--- config.mk ---
export PLATFORM = sky130hd
export DESIGN_NAME = serial_word_feeder
export DESIGN_NICKNAME = d
export VERILOG_FILES = /design/src/rtl/serial_word_feeder_pkg.sv /design/src/rtl/serial_word_feeder.sv
export SDC_FILE = /design/constraint.sdc
export NUM_CORES = 1
export LEC_CHECK = 0
export ABC_AREA = 0
export BUFFER_PORTS_ARGS = -buffer_cell sky130_fd_sc_hd__buf_2
export CORE_MARGIN = 2
export CORE_UTILIZATION = 56
export DETAILED_ROUTE_END_ITERATION = 16
export PLACE_DENSITY = 0.85
export REMOVE_ABC_BUFFERS = 1
export SYNTH_ARGS = -nofsm -noshare
export SYNTH_HDL_FRONTEND = slang
export SYNTH_SLANG_ARGS = --single-unit
--- constraint.sdc ---
create_clock -name clk -period 4.1 [get_ports clk]
set_input_delay 0.82 -clock clk [delete_from_list [all_inputs] [get_ports clk]]
set_output_delay 0.82 -clock clk [all_outputs]
set_load 0.02 [all_outputs]
--- src/rtl/serial_word_feeder_pkg.sv ---
// Shared definitions for the serial word feeder and its bench.
package serial_word_feeder_pkg;

    // Default word length in bits. Legal range is 2..32.
    localparam int DEFAULT_WIDTH = 8;

    typedef enum logic [1:0] {
        S_IDLE  = 2'd0,
        S_CLEAR = 2'd1,
        S_SHIFT = 2'd2
    } feeder_state_e;

endpackage : serial_word_feeder_pkg

--- src/rtl/serial_word_feeder.sv ---
// Serial word feeder: takes a parallel word and emits it LSB first, one bit
// per cycle. Each word is preceded by a one-cycle clr pulse that restarts the
// downstream serial complementer.
//
// state   | meaning
// --------+--------------------------------------------------------------
// S_IDLE  | no word in flight, ready to accept
// S_CLEAR | word captured, clr pulse to downstream this cycle
// S_SHIFT | shifting bits out; accepts the next word on the MSB cycle
module serial_word_feeder
    import serial_word_feeder_pkg::*;
#(
    parameter int WIDTH = DEFAULT_WIDTH
) (
    input  logic             clk,
    input  logic             areset,
    input  logic [WIDTH-1:0] in_data,
    input  logic             in_valid,
    output logic             in_ready,
    output logic             clr,
    output logic             x,
    output logic             x_valid,
    output logic             x_last
);

    localparam int              CNT_W    = $clog2(WIDTH);
    localparam logic [CNT_W-1:0] CNT_LAST = CNT_W'(WIDTH - 1);

    feeder_state_e    state_q, state_d;
    logic [WIDTH-1:0] shreg_q, shreg_d;
    logic [CNT_W-1:0] cnt_q,   cnt_d;

    logic last_bit;
    logic accept;

    // The MSB cycle doubles as an accept slot so back-to-back words need
    // no idle cycle between them.
    assign last_bit = (state_q == S_SHIFT) && (cnt_q == CNT_LAST);
    assign in_ready = ~areset & ((state_q == S_IDLE) | last_bit);
    assign accept   = in_valid & in_ready;

    // Outputs decode registered state only, so in_valid/in_data never reach them.
    assign clr     = (state_q == S_CLEAR);
    assign x_valid = (state_q == S_SHIFT);
    assign x       = x_valid & shreg_q[0];
    assign x_last  = last_bit;

    // Next-state, shift register and bit counter update.
    always_comb begin
        state_d = state_q;
        shreg_d = shreg_q;
        cnt_d   = cnt_q;
        case (state_q)
            S_IDLE: begin
                if (accept) begin
                    state_d = S_CLEAR;
                    shreg_d = in_data;
                    cnt_d   = '0;
                end
            end
            S_CLEAR: begin
                state_d = S_SHIFT;
            end
            S_SHIFT: begin
                shreg_d = shreg_q >> 1;
                if (last_bit) begin
                    cnt_d = '0;
                    if (accept) begin
                        state_d = S_CLEAR;
                        shreg_d = in_data;
                    end else begin
                        state_d = S_IDLE;
                    end
                end else begin
                    cnt_d = cnt_q + 1'b1;
                end
            end
            default: begin
                state_d = S_IDLE;
                shreg_d = '0;
                cnt_d   = '0;
            end
        endcase
    end

    // State registers; reset drops any word in flight immediately.
    always_ff @(posedge clk or posedge areset) begin
        if (areset) begin
            state_q <= S_IDLE;
            shreg_q <= '0;
            cnt_q   <= '0;
        end else begin
            state_q <= state_d;
            shreg_q <= shreg_d;
            cnt_q   <= cnt_d;
        end
    end

endmodule : serial_word_feeder

After elaboration in Yosys (flattened, before gate mapping):

Index checks and enable logic that the tools add are counted.

* reduce and logical (&&, ||, !) cells: 4
* bitwise operators: 6
* muxes and demuxes: 11
* equal/unequal tests: 5
* add/sub/neg operators: 1

Operators with widths (count)
* 2-to-1 mux 8 bit: 3
* case mux 8 bit (3 select lines): 1
* case mux 3 bit (3 select lines): 1
* 2-to-1 mux 3 bit: 2
* case mux 2 bit (3 select lines): 1
* 2-to-1 mux 2 bit: 2
* AND reduction 2 bit: 2
* adder 3 x 1 -> 3 bit, second input constant: 1
* bitwise AND 1 bit: 3
* == test 3 bit, second input constant: 1
* == test 2 x 1 -> 1 bit, second input constant: 1
* == test 2 bit, second input constant: 1
* logical NOT 2 bit: 1
* != test 2 x 1 -> 1 bit, second input constant: 1
* != test 2 bit, second input constant: 1
* NOT 1 bit: 2
* logical AND 1 bit: 1
* 2-to-1 mux 1 bit: 1
* bitwise OR 1 bit: 1

* register bits: 13
* logic and storage cells: 30
* output and inout bits: 5
* input port bits: 11

Longest topological paths before layout:

Gate-level depths: netlist (run 1).

* depth after elaboration: 8
* mapped depth: 6
* gate-level depth less buffers: 5

Worst setup path after synthesis (run 1):

No wires, ideal clock.

* path type: register to output
* start: register cnt_q[0]
* end: output in_ready
* cell stages (with the launch flop): 6
* buffers on the path: 1
* data arrival time: 1.380 ns
* path slack: 1.900 ns
* required time: 3.280 ns
* cell sequence: dfrtp_1 > ha_1 > ha_1 > clkbuf_1 > nor2b_1 > nor3_1

* word-level cells in the longest chain between the ends: 4

RTL lines
* start: declaration: line serial_word_feeder.sv:31 `logic [CNT_W-1:0] cnt_q, cnt_d;`
* start signal: assignment: line serial_word_feeder.sv:95 `cnt_q <= cnt_d;`
* == test 3 bit: line serial_word_feeder.sv:38 `assign last_bit = (state_q == S_SHIFT) && (cnt_q == CNT_LAST);`
* logical AND 1 bit: line serial_word_feeder.sv:38
* bitwise OR 1 bit: line serial_word_feeder.sv:39 `assign in_ready = ~areset & ((state_q == S_IDLE) | last_bit);`
* bitwise AND 1 bit: line serial_word_feeder.sv:39
* end: declaration: line serial_word_feeder.sv:19 `output logic in_ready,`

No other way between the ends.

Worst setup path after layout (run 1):

Ends and elaborated chain as after synthesis.

==> impl_metrics.ini, run 1 <==
[layout]
final_common_cell = buf_2
syn2layout_area_growth_pct = 12.5
final_nets = 109
n_antenna_cell = 0
n_fill_cell = 123
drive_above_1_share_pct = 26.3
seq_area_um2 = 325
multi_input_area_um2 = 407
final_cell_mix = 15 x buf_2, 13 x dfrtp_1, 8 x a22oi_1

[routing]
drt_wl_total_mm = 1.82
vias = 700
final_antenna_net_count = 0
avgViaCountPerCell = 6.36
wl_per_cell_um = 16.5
dr.pass1.iters = 4
drc = 0
dr.first_iter.drc_count = 14

[power]
powerDensity_nw_per_um2 = 633
peakVddDrop_mv = 0.370
leakage_nw = 0.418
total_power_mw = 0.549

[synthesis]
yosys_register_bits = 13
seq_area_frac_synth_pct = 42.2
synthCells = 80
synth_edf_count = 0
synth_cell_types = 28
syn_area_per_cell_um2 = 9.63
async_reset_ff_share_pct = 100
ys_warn_count = 0
synth_area_um2 = 771
synthFlopType = dfrtp_1

[cts]
cts-root-buf = clkbuf_4
h-tree-depth = 1
cts_resized = 0
cts_made_buffers = 3
cts.path.max_buffers = 2
clkSinkCount = 13
clkSlewWorstSetupHoldPaths_ps = 70
cts_setup_buffers = 0
clock_latency_ps = 280
cts_tree = built
cts_hold_buf = 0

[critical_path]
cp-start-kind = flop
rrSetupSlack_ps = 2440
crit_chain = ha_1 -> ha_1 -> nor2b_1 -> nor3_1 -> buf_2
crit_buf_inv = 1
critical-path-top-delay-family = adder cells
cp.required_ps = 3280
critPathMostFrequentCell = ha_1
cpMaxStageDelayCell = dfrtp_1
cpPeakStageDelay_ps = 400
worstPathArrival_ps = 1650
cp.depth = 5
path_class = flop to output pin
cp-startpoint = cnt_q[0]
r2r_cells = 5
r2r_start = cnt_q[0]
r2r_end = shreg_q[4]
critPathMaxFanout = 8
critPathCaptureType = output pin
crit_end = in_ready

[timing]
grt_setup_unrepaired = false
hold_viol = 0
period_minus_slack_ps = 2470
slew_viol_final = 0
final-setup-viol-count = 0
fmax_ghz = 0.405
period_share_pct = 60.3
tightest_slew_ps = 504
finalSetupTns_ps = 0
slew_headroom_pct = 66.3
clock_skew_ps = 7.47

[grt]
grt_max_degree = 14
grt_overflow = 0
antenna_found_initial = 0
grt_pass1_vias = 579
track_usage_pct = 22.9
grt_pass1_wl_mm = 2.43

[run]
drv_cap = 0

[floorplanning]
die_height_um = 41.1
coreArea_um2 = 1300
pin_count = 16
initial_core_util_pct = 59.2
rows = 13
dieArea_um2 = 1690
die_w_um = 41.1

[placed_design]
hpwlAfterDp_mm = 1.29
port_buffers = 15
routabilityCongestion = 0.788

[worst_hold_path]
hold_class = flop to flop

[run_status]
status = finished clean
## cell type report
cell class | count | share of cell area [%]
Multi-Input combinational cell | 59 | 46.9
Tap cell | 15 | 2.16
Inverter | 4 | 1.73
Sequential cell | 13 | 37.5
Clock buffer | 4 | 3.03
Timing Repair Buffer | 15 | 8.66
## worst min path at each step
stage,endpoint,cells after the start,slack [ps],from
floorplan,cnt_q[0],1,450,cnt_q[0]
global placement,cnt_q[0],1,470,cnt_q[0]
detailed placement,cnt_q[0],1,480,cnt_q[0]
CTS,cnt_q[0],1,490,cnt_q[0]
global route,cnt_q[0],1,510,cnt_q[0]
finish,cnt_q[0],1,490,cnt_q[0]
## power by group
group          switching (mW)  leakage, nW  internal [mW]  total, mW
clock network          0.0437       0.0150         0.0378     0.0815
logic                   0.136        0.235          0.101      0.237
registers              0.0497        0.168          0.181      0.230
## flip-flops by register name, summed over array words and instances, names as in the netlist
signal,count
cnt_q,3
shreg_q,8
state_q,2
## worst register-to-register path, delay by kind of cell (launching register included)
kind	cells	cell delay, ps
mux	1	230
simple gates	1	330
compound gates	1	90
flops	1	400
fa+ha+maj	2	480
## stage by stage
| step | util [%] | cells | hold slack [ps] | instance area, um2 | setup slack, ps |
|---|---|---|---|---|---|
| 2_1_floorplan | - | 76 | 452 | 747 | 1980 |
| 3_3_place_gp | 64.6 | 106 | 471 | 841 | 1980 |
| 4_1_cts | 66.6 | 110 | 495 | 867 | 1640 |
| 6_report | 66.6 | 110 | 493 | 867 | 1630 |
| 3_5_place_dp | 64.6 | 106 | 481 | 841 | 1920 |
| 5_1_grt | 66.6 | 110 | 514 | 867 | 1530 |
## layer usage
metal / global-route usage [%] / part of all wire, % / wire length [um] / vias up
met4: 6.45 / 1.6 / 30 / 0
met3: 9.78 / 4.1 / 75 / 7
met2: 35.9 / 50 / 909 / 14
li1: - / - / - / 328
met1: 28.7 / 44 / 804 / 351
met5: 0 / 0 / 0 / -
## Yosys cell counts, types with 2 or more instances
master,n,share of area (%)
inv_1,3,1.5
nand4_1,2,1.6
a21oi_2,3,3.4
nor2_1,4,1.9
o2111ai_1,2,2.3
nor2b_1,5,4.1
ha_1,2,3.2
nand2_1,4,1.9
clkbuf_1,2,0.97
mux2i_1,3,3.9
o21ai_1,2,1.3
and2_1,2,1.6
a22oi_1,8,7.8
nand3_1,7,4.5
dfrtp_1,13,42
a22o_1,2,2.3
o21ai_0,5,3.2
## cells by family (layout without fill, tap and decap cells)
family,after synthesis,count (layout),synth area share [%]
DFF,13,13,42.2
and+or+nand+nor,30,30,23.7
AOI/OAI and AO/OA,24,24,21.9
buffers and inverters,8,23,5.03
adders and majority gates,2,2,3.25
muxes,3,3,3.90
Note: power is estimated with default switching activity, not from simulation.
==> inputs of run 2 (changes only) <==
--- a/config.mk
+++ b/config.mk
@@ -8,9 +8,9 @@
 export ABC_AREA = 0
 export BUFFER_PORTS_ARGS = -buffer_cell sky130_fd_sc_hd__buf_2
 export CORE_MARGIN = 2
-export CORE_UTILIZATION = 56
+export CORE_UTILIZATION = 47
 export DETAILED_ROUTE_END_ITERATION = 16
-export PLACE_DENSITY = 0.85
+export PLACE_DENSITY = 0.77
 export REMOVE_ABC_BUFFERS = 1
 export SYNTH_ARGS = -nofsm -noshare
 export SYNTH_HDL_FRONTEND = slang
==> constraint.sdc (replaced) <==
create_clock -name clk -period 2.06 [get_ports clk]
set_input_delay 0.412 -clock clk [delete_from_list [all_inputs] [get_ports clk]]
set_output_delay 0.412 -clock clk [all_outputs]
set_load 0.02 [all_outputs]
==> impl_metrics.ini, run 2 (synthesized netlist as in run 1, its figures left out) <==
[run_status]
status = finished clean

[critical_path]
path_class = flop to output pin
cpPeakStageDelay_ps = 620
crit_buf_inv = 2
critPathCaptureType = output pin
crit_chain = nand2b_1 -> inv_2 -> and2_1 -> buf_2
r2r_cells = 5
worstPathArrival_ps = 1520
critPathMaxFanout = 13
cp.required_ps = 1650
critical-path-top-delay-family = flip-flops
cpMaxStageDelayCell = dfrtp_1
cp-start-kind = flop
rrSetupSlack_ps = 460
r2r_end = shreg_q[4]
r2r_start = cnt_q[0]

[grt]
met2_usage_pct = 27.5
grt_util_met1_pct = 26.5
track_usage_pct = 18.3
grt_pass1_vias = 599
grt_overflow = 0
grt_busiest_layer = met2
grt_util_met3_pct = 2.45
antenna_found_initial = 0
grt_max_degree = 14
grt_pass1_wl_mm = 2.65

[layout]
syn2layout_area_growth_pct = 13.5
top_regs = shreg_q (8), cnt_q (3), state_q (2)
seq_area_um2 = 325
largest_reg_flops = 8
fin_util_pct = 57.4
n_antenna_cell = 0
max_flop_register = shreg_q
n_fill_cell = 146
final_nets = 109
final_cell_mix = 15 x buf_2, 13 x dfrtp_1, 8 x a22oi_1
drive_above_1_share_pct = 29.5
final_common_cell = buf_2
multi_input_area_um2 = 412

[power]
powerDensity_nw_per_um2 = 1240
leakage_nw = 0.419
peakVddDrop_mv = 0.692

[timing]
slew_viol_final = 0
slew_headroom_pct = 66.2
final-setup-viol-count = 0
fmax_ghz = 0.516
period_minus_slack_ps = 1940
grt_setup_unrepaired = false
tightest_slew_ps = 506
hold_viol = 0
period_share_pct = 94.0
finalSetupTns_ps = 0
clock_skew_ps = 4.18

[routing]
drt_wl_total_mm = 1.64
vias = 695
avgViaCountPerCell = 6.26
final_antenna_net_count = 0
dr.pass1.iters = 4
drc = 0
dr.first_iter.drc_count = 20
wl_per_cell_um = 14.8

[cts]
cts_tree = built
cts_setup_buffers = 0
cts.path.max_buffers = 2
h-tree-depth = 1
clock_latency_ps = 280
clkSinkCount = 13
cts_made_buffers = 3
cts_hold_buf = 0
cts-root-buf = clkbuf_4
clkSlewWorstSetupHoldPaths_ps = 90
cts_resized = 0

[floorplanning]
coreArea_um2 = 1520
die_w_um = 44.5
die_height_um = 44.5
rows = 14
pin_count = 16
initial_core_util_pct = 50.6
dieArea_um2 = 1980

[run]
drv_cap = 0

[placed_design]
port_buffers = 15
routabilityCongestion = 0.741
hpwlAfterDp_mm = 1.19

[worst_hold_path]
hold_class = primary input to asynchronous set/reset pin
[run 2: stage by stage]
step	instances	setup slack (ps)	hold WS (ps)	total power, mW	cell area [um2]
after floorplan	76	365	289	0.789	747
after global placement	107	400	468	0.897	842
after CTS	111	31.6	225	1.08	870
after detailed placement	107	346	494	0.917	842
after global routing	111	46.3	266	1.17	875
final	111	123	216	1.08	875
[run 2: where the power goes]
group / internal (mW) / leakage [nW] / total (mW) / switching, mW
sequential: 0.359 / 0.168 / 0.460 / 0.100
clock: 0.0720 / 0.0177 / 0.160 / 0.0884
combinational: 0.206 / 0.233 / 0.461 / 0.256
[run 2: worst max path at each step]
stage                          start        to  slack, ps  cells past startpoint
final                     state_q[1]    x_last        120                      4
after floorplan             cnt_q[0]  in_ready        360                      4
after detailed placement    cnt_q[0]  in_ready        350                      5
after global routing      state_q[1]    x_last         50                      4
after global placement      cnt_q[0]  in_ready        400                      5
after CTS                   cnt_q[0]  in_ready         30                      5
[run 2: layer usage]
layer,part of all wire [%],wire (um),vias up
met4,1.6,26,0
met2,45,738,24
met3,5.4,88,6
li1,-,-,330
met1,48,787,335
met5,0,0,-
[run 2: final cells by class]
cell class,count,area share (%)
inverter,4,1.72
tap,16,2.29
timing repair buffer,15,8.58
clock buffer,3,2.58
multi-input combinational,59,47.1
sequential,13,37.2
clock inverter,1,0.572
